--- src/rtl/pipe_run_ctrl.sv ---
// pipe_run_ctrl: mode/sequencing controller for the 5-stage mips32 pipeline.
// Streams program words into instruction memory (LOAD), runs the pipeline with
// branch squash (RUN), drains on HALT (DRAIN) and parks (HALTED).
module pipe_run_ctrl #(
   parameter int unsigned ADDR_W    = 10,
   parameter int unsigned DRAIN_CYC = 4,
   parameter int unsigned FLUSH_CYC = 2,
   parameter logic [5:0]  HALT_OP   = 6'b111111
) (
   input  logic              clk,
   input  logic              rst,
   input  logic              load_req,
   input  logic              run_req,
   input  logic              prog_valid,
   input  logic              prog_last,
   input  logic [31:0]       prog_data,
   output logic              prog_ready,
   output logic              imem_we,
   output logic [ADDR_W-1:0] imem_waddr,
   output logic [31:0]       imem_wdata,
   input  logic [31:0]       if_ir,
   input  logic              ex_sel,
   output logic              pc_clr,
   output logic              fetch_en,
   output logic              pipe_en,
   output logic              flush,
   output logic [ADDR_W:0]   prog_len,
   output logic [2:0]        state_o,
   output logic              ovf_err
);

   localparam int unsigned PTR_W  = ADDR_W + 1;
   localparam int unsigned FCNT_W = (FLUSH_CYC > 0) ? $clog2(FLUSH_CYC + 1) : 1;
   localparam int unsigned DCNT_W = (DRAIN_CYC > 1) ? $clog2(DRAIN_CYC) : 1;

   typedef enum logic [2:0] {
      ST_IDLE   = 3'd0,
      ST_LOAD   = 3'd1,
      ST_RUN    = 3'd2,
      ST_DRAIN  = 3'd3,
      ST_HALTED = 3'd4
   } state_t;

   state_t              state, state_d;
   logic [PTR_W-1:0]    ptr, ptr_d;
   logic [PTR_W-1:0]    prog_len_d;
   logic                ovf_d;
   logic [FCNT_W-1:0]   fcnt, fcnt_d;
   logic [DCNT_W-1:0]   dcnt, dcnt_d;
   logic                pc_clr_d, fetch_en_d, pipe_en_d, flush_d;
   logic                xfer;
   logic                halt_seen;
   logic                unused_ir;

   // Write port decoded from state and pointer; a reset cycle never writes.
   assign prog_ready = (state == ST_LOAD) && !ptr[ADDR_W] && !rst;
   assign xfer       = prog_valid && prog_ready;
   assign imem_we    = xfer;
   assign imem_waddr = ptr[ADDR_W-1:0];
   assign imem_wdata = prog_data;
   assign state_o    = state;

   // HALT only counts on a right-path slot.
   assign halt_seen  = (if_ir[31:26] == HALT_OP) && !flush;
   assign unused_ir  = ^if_ir[25:0];

   // Next-state and next-value of every registered output.
   always_comb begin
      state_d    = state;
      ptr_d      = ptr;
      prog_len_d = prog_len;
      ovf_d      = ovf_err;
      fcnt_d     = '0;
      dcnt_d     = '0;
      pc_clr_d   = 1'b0;
      fetch_en_d = 1'b0;
      pipe_en_d  = 1'b0;
      flush_d    = 1'b0;
      case (state)
         ST_IDLE, ST_HALTED: begin
            if (load_req) begin
               state_d    = ST_LOAD;
               ptr_d      = '0;
               prog_len_d = '0;
               ovf_d      = 1'b0;
            end else if (run_req) begin
               state_d  = ST_RUN;
               pc_clr_d = 1'b1;
            end else if (state == ST_IDLE) begin
               pc_clr_d = 1'b1;
            end
         end
         ST_LOAD: begin
            if (xfer) begin
               ptr_d      = ptr + PTR_W'(1);
               prog_len_d = ptr + PTR_W'(1);
               if (prog_last) begin
                  state_d  = ST_IDLE;
                  pc_clr_d = 1'b1;
               end
            end else if (prog_valid && ptr[ADDR_W]) begin
               ovf_d = 1'b1;
               if (prog_last) begin
                  state_d  = ST_IDLE;
                  pc_clr_d = 1'b1;
               end
            end
         end
         ST_RUN: begin
            if (ex_sel) begin
               fcnt_d = FCNT_W'(FLUSH_CYC);
            end else if (fcnt != '0) begin
               fcnt_d = fcnt - FCNT_W'(1);
            end
            if (halt_seen) begin
               state_d   = ST_DRAIN;
               pipe_en_d = 1'b1;
               fcnt_d    = '0;
            end else begin
               fetch_en_d = 1'b1;
               pipe_en_d  = 1'b1;
               flush_d    = (fcnt_d != '0);
            end
         end
         ST_DRAIN: begin
            if (dcnt == DCNT_W'(DRAIN_CYC - 1)) begin
               state_d = ST_HALTED;
            end else begin
               dcnt_d    = dcnt + DCNT_W'(1);
               pipe_en_d = 1'b1;
            end
         end
         default: begin
            state_d  = ST_IDLE;
            pc_clr_d = 1'b1;
         end
      endcase
   end

   // State, counters and registered outputs.
   always_ff @(posedge clk) begin
      if (rst) begin
         state    <= ST_IDLE;
         ptr      <= '0;
         prog_len <= '0;
         ovf_err  <= 1'b0;
         fcnt     <= '0;
         dcnt     <= '0;
         pc_clr   <= 1'b1;
         fetch_en <= 1'b0;
         pipe_en  <= 1'b0;
         flush    <= 1'b0;
      end else begin
         state    <= state_d;
         ptr      <= ptr_d;
         prog_len <= prog_len_d;
         ovf_err  <= ovf_d;
         fcnt     <= fcnt_d;
         dcnt     <= dcnt_d;
         pc_clr   <= pc_clr_d;
         fetch_en <= fetch_en_d;
         pipe_en  <= pipe_en_d;
         flush    <= flush_d;
      end
   end

endmodule

--- config.mk ---
export PLATFORM = sky130hd
export DESIGN_NAME = pipe_run_ctrl
export DESIGN_NICKNAME = d
export VERILOG_FILES = /design/src/rtl/pipe_run_ctrl.sv
export SDC_FILE = /design/constraint.sdc
export NUM_CORES = 1
export LEC_CHECK = 0
export ABC_AREA = 1
export BUFFER_PORTS_ARGS = -buffer_cell sky130_fd_sc_hd__buf_4
export CAP_MARGIN = 20
export CORE_ASPECT_RATIO = 1.25
export CORE_MARGIN = 1.5
export CORE_UTILIZATION = 37
export DETAILED_ROUTE_END_ITERATION = 8
export PLACE_DENSITY = 0.87
export REMOVE_ABC_BUFFERS = 1
export SLEW_MARGIN = 20
export SYNTH_ARGS = -nofsm -noshare
export SYNTH_HDL_FRONTEND = slang
export SYNTH_SLANG_ARGS = --single-unit
--- constraint.sdc ---
create_clock -name clk -period 1.6 [get_ports clk]
set_clock_uncertainty 0.15 [all_clocks]
set_input_delay 0.32 -clock clk [delete_from_list [all_inputs] [get_ports clk]]
set_output_delay 0.32 -clock clk [all_outputs]
set_load 0.02 [all_outputs]
# After elaboration in Yosys (flattened, before gate mapping)
# Index checks and enable logic that the tools add are counted.
# totals
regBits	23
elab_cells	76
out_inout_bits	63
# classes
bitwise	2
muxes	28
reduce_logical	20
n_eq_ne	14
n_addsub	3
# op_table
cell	count
2-to-1 mux 11 bit	2
one-hot mux 11 bit (2 select lines)	1
2-to-1 mux 3 bit	7
one-hot mux 3 bit (4 select lines)	1
adder 11 x 1 -> 11 bit, second input constant	1
2-to-1 mux 1 bit	11
!= test 2 bit, second input constant	5
AND reduction 4 bit	2
== test 3 x 2 -> 1 bit, second input constant	2
== test 6 bit, second input constant	1
2-to-1 mux 2 bit	3
nonzero test 2 bit	3
OR reduction 2 bit	3
OR reduction 3 bit	2
logical AND 1 bit	5
one-hot mux 1 bit (2 select lines)	2
== test 3 x 1 -> 1 bit, second input constant	1
== test 3 bit, second input constant	1
zero test 1 bit	3
zero test 3 bit	1
!= test 3 x 2 -> 1 bit, second input constant	1
!= test 3 bit, second input constant	1
one-hot mux 1 bit (3 select lines)	1
AND reduction 3 bit	1
5 further kinds	6

# Logic depth before layout (Yosys ltp)
# depth
ltp_word	6
ltp_mapped	10
depth_no_buf	10

# Worst setup path before layout
# OpenSTA, ideal clock, no wires.
# synth_path
path_kind	reg2out
start	register state[0] (netlist: state_o[0])
end	output prog_ready
required_time_ps	1130
path_slack_ps	-134
arrival_time_ps	1264
path_stages_with_launch	3
path_buffers	0
cell_sequence	dfxtp_1 -> nand2_2 -> nor4_1
# synth_between
elab_chain_cells	3
# synth_rtl
item	line_no	rtl
start, declared	44	state_t state, state_d;
start signal, assigned	154	state <= state_d;
== test 3 x 1 -> 1 bit	56	assign prog_ready = (state == ST_LOAD) && !ptr[ADDR_W] && !rst;
logical AND 1 bit (2 in series)	56	
end, declared	17	output logic prog_ready,
# Every way passes these cells.

# Final worst setup path
# layout_path
start	register ptr[10]
end	output prog_ready
# layout_between
elab_chain_cells	3
# layout_rtl
item	line_no	rtl
start, declared	45	logic [PTR_W-1:0] ptr, ptr_d;
start signal, assigned	155	ptr <= ptr_d;
zero test 1 bit	56	
logical AND 1 bit (2 in series)	56	
# Every way passes these cells.

==> impl_metrics.ini <==
[cells_and_area]
nets = 286
ff_latch_area_um2 = 475
n_fill_cell = 394
antennaDiodeCount = 0
final_area_um2 = 1700
area_delta_synth_final_pct = 17.0
drive_above_1_share_pct = 42.5
final_cells = 252
multi_input_area_um2 = 639

[floorplan]
io_pins = 134
die_y_um = 73.0
rows = 25
start_util_pct = 38.6
fp.dieW_um = 59.0
fp.dieArea_um2 = 4300
core-area_um2 = 3750

[setup_path]
path_cells = nor4_2 -> buf_4
timing.rr.start = state_o[2]$_SDFFE_PP0P_
cp_slowest_stage_delay_ps = 380
cp-end-kind = output port
crit_fanout = 6
r2r-end = state_o[1]$_SDFFE_PP0P_
reg2reg_setup_slack_ps = 90
ff2ff_path_depth = 10
worst-setup-path-type = register to output port
critPathSlowestCell = dfxtp_4
arrival_ps = 1100
worstSetupStartpointType = register
cp_data_required_time_ps = 1130

[route]
vias_per_cell = 5.10
post_drt_wl_per_cell_um = 18.1
ant_nets = 0
routed_wl_mm = 4.55
drc_errors = 0
dr.pass1.iters = 4
vias = 1284
drtIter0Drc = 55

[logic_synthesis]
synth.distinct_cells = 29
ys_seq_elements = 23
synth_adder_area_share_pct = 1.73
synth_edf_count = 0
synth_mux_area_share_pct = 0
synth_simple_gate_area_share_pct = 29.7
syn_area_per_cell_um2 = 7.35
async_flop_share_pct = 0
synth_top_family_by_area = simple AND/OR/NAND/NOR gates
synth_warnings = 0
synth-xor-area-share_pct = 0
synth_compound_area_share_pct = 9.07
synthFlopType = dfxtp_1
syn_area_um2 = 1450
synth_seq_area_share_pct = 31.8
syn_inst = 197

[worst_hold_path]
hold-path-endpoint = pipe_en$_SDFF_PP0_
hp-start = rst
hold-path-cell-count = 2
min_path_type = input port to register

[placement]
io_buffer_count = 43
place_area_um2 = 1530
gp_congestion = 0.925
dp_cells = 242
dp_hpwl_mm = 3.76

[power]
vdd_ir_drop_max_mv = 0.517
p_per_area_nw_per_um2 = 1220
leakage_nw = 0.815

[status]
status = complete, no violations

[grt]
grt-ovfl-total = 0
antenna_found_initial = 0
grt_pass1_vias = 1141
grt_max_degree = 16
grt_pass1_wl_mm = 6.23
grt_usage_pct = 20.7

[timing]
slew_headroom_pct = 84.1
fmax_mhz = 637
setup_violations = 0
period_share_pct = 98.2
drv_slew = 0
worst_pin_slew_ps = 237
period_minus_slack_ps = 1570
finalHoldViolations = 0
rsz0062_at_grt = true

[clock_network]
clockRootBuffer = clkbuf_8
numClockSinks = 23
clk_latency_ps = 260
tritoncts = built
h-tree-depth = 1
clk_pin_slew_ps = 90
numCtsBuffers = 3
clockBufferDepth = 2

[run]
cap_viol_max_count = 0
-- sequential cells by signal (all words and copies together), names as in the netlist --
name,flops
ovf_err,1
dcnt,2
fcnt,2
pipe_en,1
state_o,3
ptr,11
flush,1
fetch_en,1
pc_clr,1
-- area by class of cell --
| type | instances | area share, % |
|---|---|---|
| inverters | 20 | 4.43 |
| clock inverters | 1 | 0.295 |
| flip-flops and latches | 23 | 28.0 |
| well taps | 40 | 2.95 |
| clock buffers | 3 | 2.44 |
| multi-input cells | 111 | 37.7 |
| repair buffers | 54 | 24.1 |
-- power breakdown --
group / switching (mW) / internal, mW / leakage [nW]
Combinational: 0.562 / 0.414 / 0.599
Clock: 0.193 / 0.174 / 0.0255
Sequential: 0.0701 / 0.659 / 0.190
Total: 0.825 / 1.25 / 0.815
-- through the flow --
step	hold slack (ps)	TNS, ps	power [mW]	util [%]	setup WS [ps]
after floorplan	239	-513	1.26	-	-134
after global placement	264	0	1.53	40.8	71.1
after detailed placement	301	0	1.55	40.8	37.8
after CTS	124	-42.7	2.00	43.3	-29.4
after global routing	141	-88.7	2.22	45.2	-31.0
final	148	0	2.07	45.2	29.6
-- repair_timing --
item | CTS | global route
buffers inserted | 5 | 1
endpoints found under the setup margin | 2 | 11
hold buffers | 0 | 0
pin swaps | 2 | 4
resized for setup | 6 | 15
-- critical path, delay by kind of cell (launching register included) --
kind | cells | cell delay [ps]
and+or+nand+nor | 1 | 270
buffers and inverters | 1 | 180
DFF | 1 | 380
-- cell usage in the layout (no fill, tap or decap), drive strengths merged, types with 2 or more instances in the layout --
cell type,instances
nand3,11
nand2,41
nor3,4
nand3b,2
buf,54
ha,2
nor2,26
dfxtp,23
o21ai,2
a21oi,15
nand4,2
clkbuf,3
inv,20
-- cell families (layout without fill, tap and decap cells) --
kind of cell | Yosys count | in the layout
buffers and inverters | 63 | 78
and+or+nand+nor | 88 | 88
AOI/OAI and AO/OA | 21 | 21
adders and majority gates | 2 | 2
DFF | 23 | 23
-- cell usage after synthesis (2+ instances only) --
master / instances / area [µm²]
buf_4: 42 / 315
nand2_1: 36 / 135
dfxtp_1: 23 / 460
nor2_1: 23 / 86.3
inv_1: 17 / 63.8
a21oi_1: 12 / 60.1
nand3_1: 9 / 45.0
nand2_2: 4 / 25.0
a21oi_2: 3 / 26.3
inv_2: 3 / 11.3
ha_1: 2 / 25.0
nand3_2: 2 / 20.0
nand4_1: 2 / 12.5
nor2_2: 2 / 12.5
nor3_1: 2 / 10.0
nor3_2: 2 / 20.0
-- per-layer routing --
metal / GRT usage [%] / vias to the layer above / part of all wire (%)
met5: 3.90 / - / 0
met4: 12.9 / 0 / 8.6
met3: 8.87 / 16 / 14
met2: 39.1 / 83 / 49
met1: 16.5 / 573 / 28
li1: - / 612 / -
-- worst max path at each step --
stage,start,end,slack [ps],depth (start not counted)
after floorplan,state_o[0]$_SDFFE_PP0P_,prog_ready,-130,2
after global placement,state_o[0]$_SDFFE_PP0P_,ptr[9]$_SDFFE_PP0P_,70,9
after detailed placement,state_o[0]$_SDFFE_PP0P_,ptr[9]$_SDFFE_PP0P_,40,9
after CTS,state_o[2]$_SDFFE_PP0P_,imem_we,-30,6
after global routing,state_o[2]$_SDFFE_PP0P_,imem_we,-30,6
final,ptr[10]$_SDFFE_PP0P_,prog_ready,30,2
(Power assumes the default switching activity.)
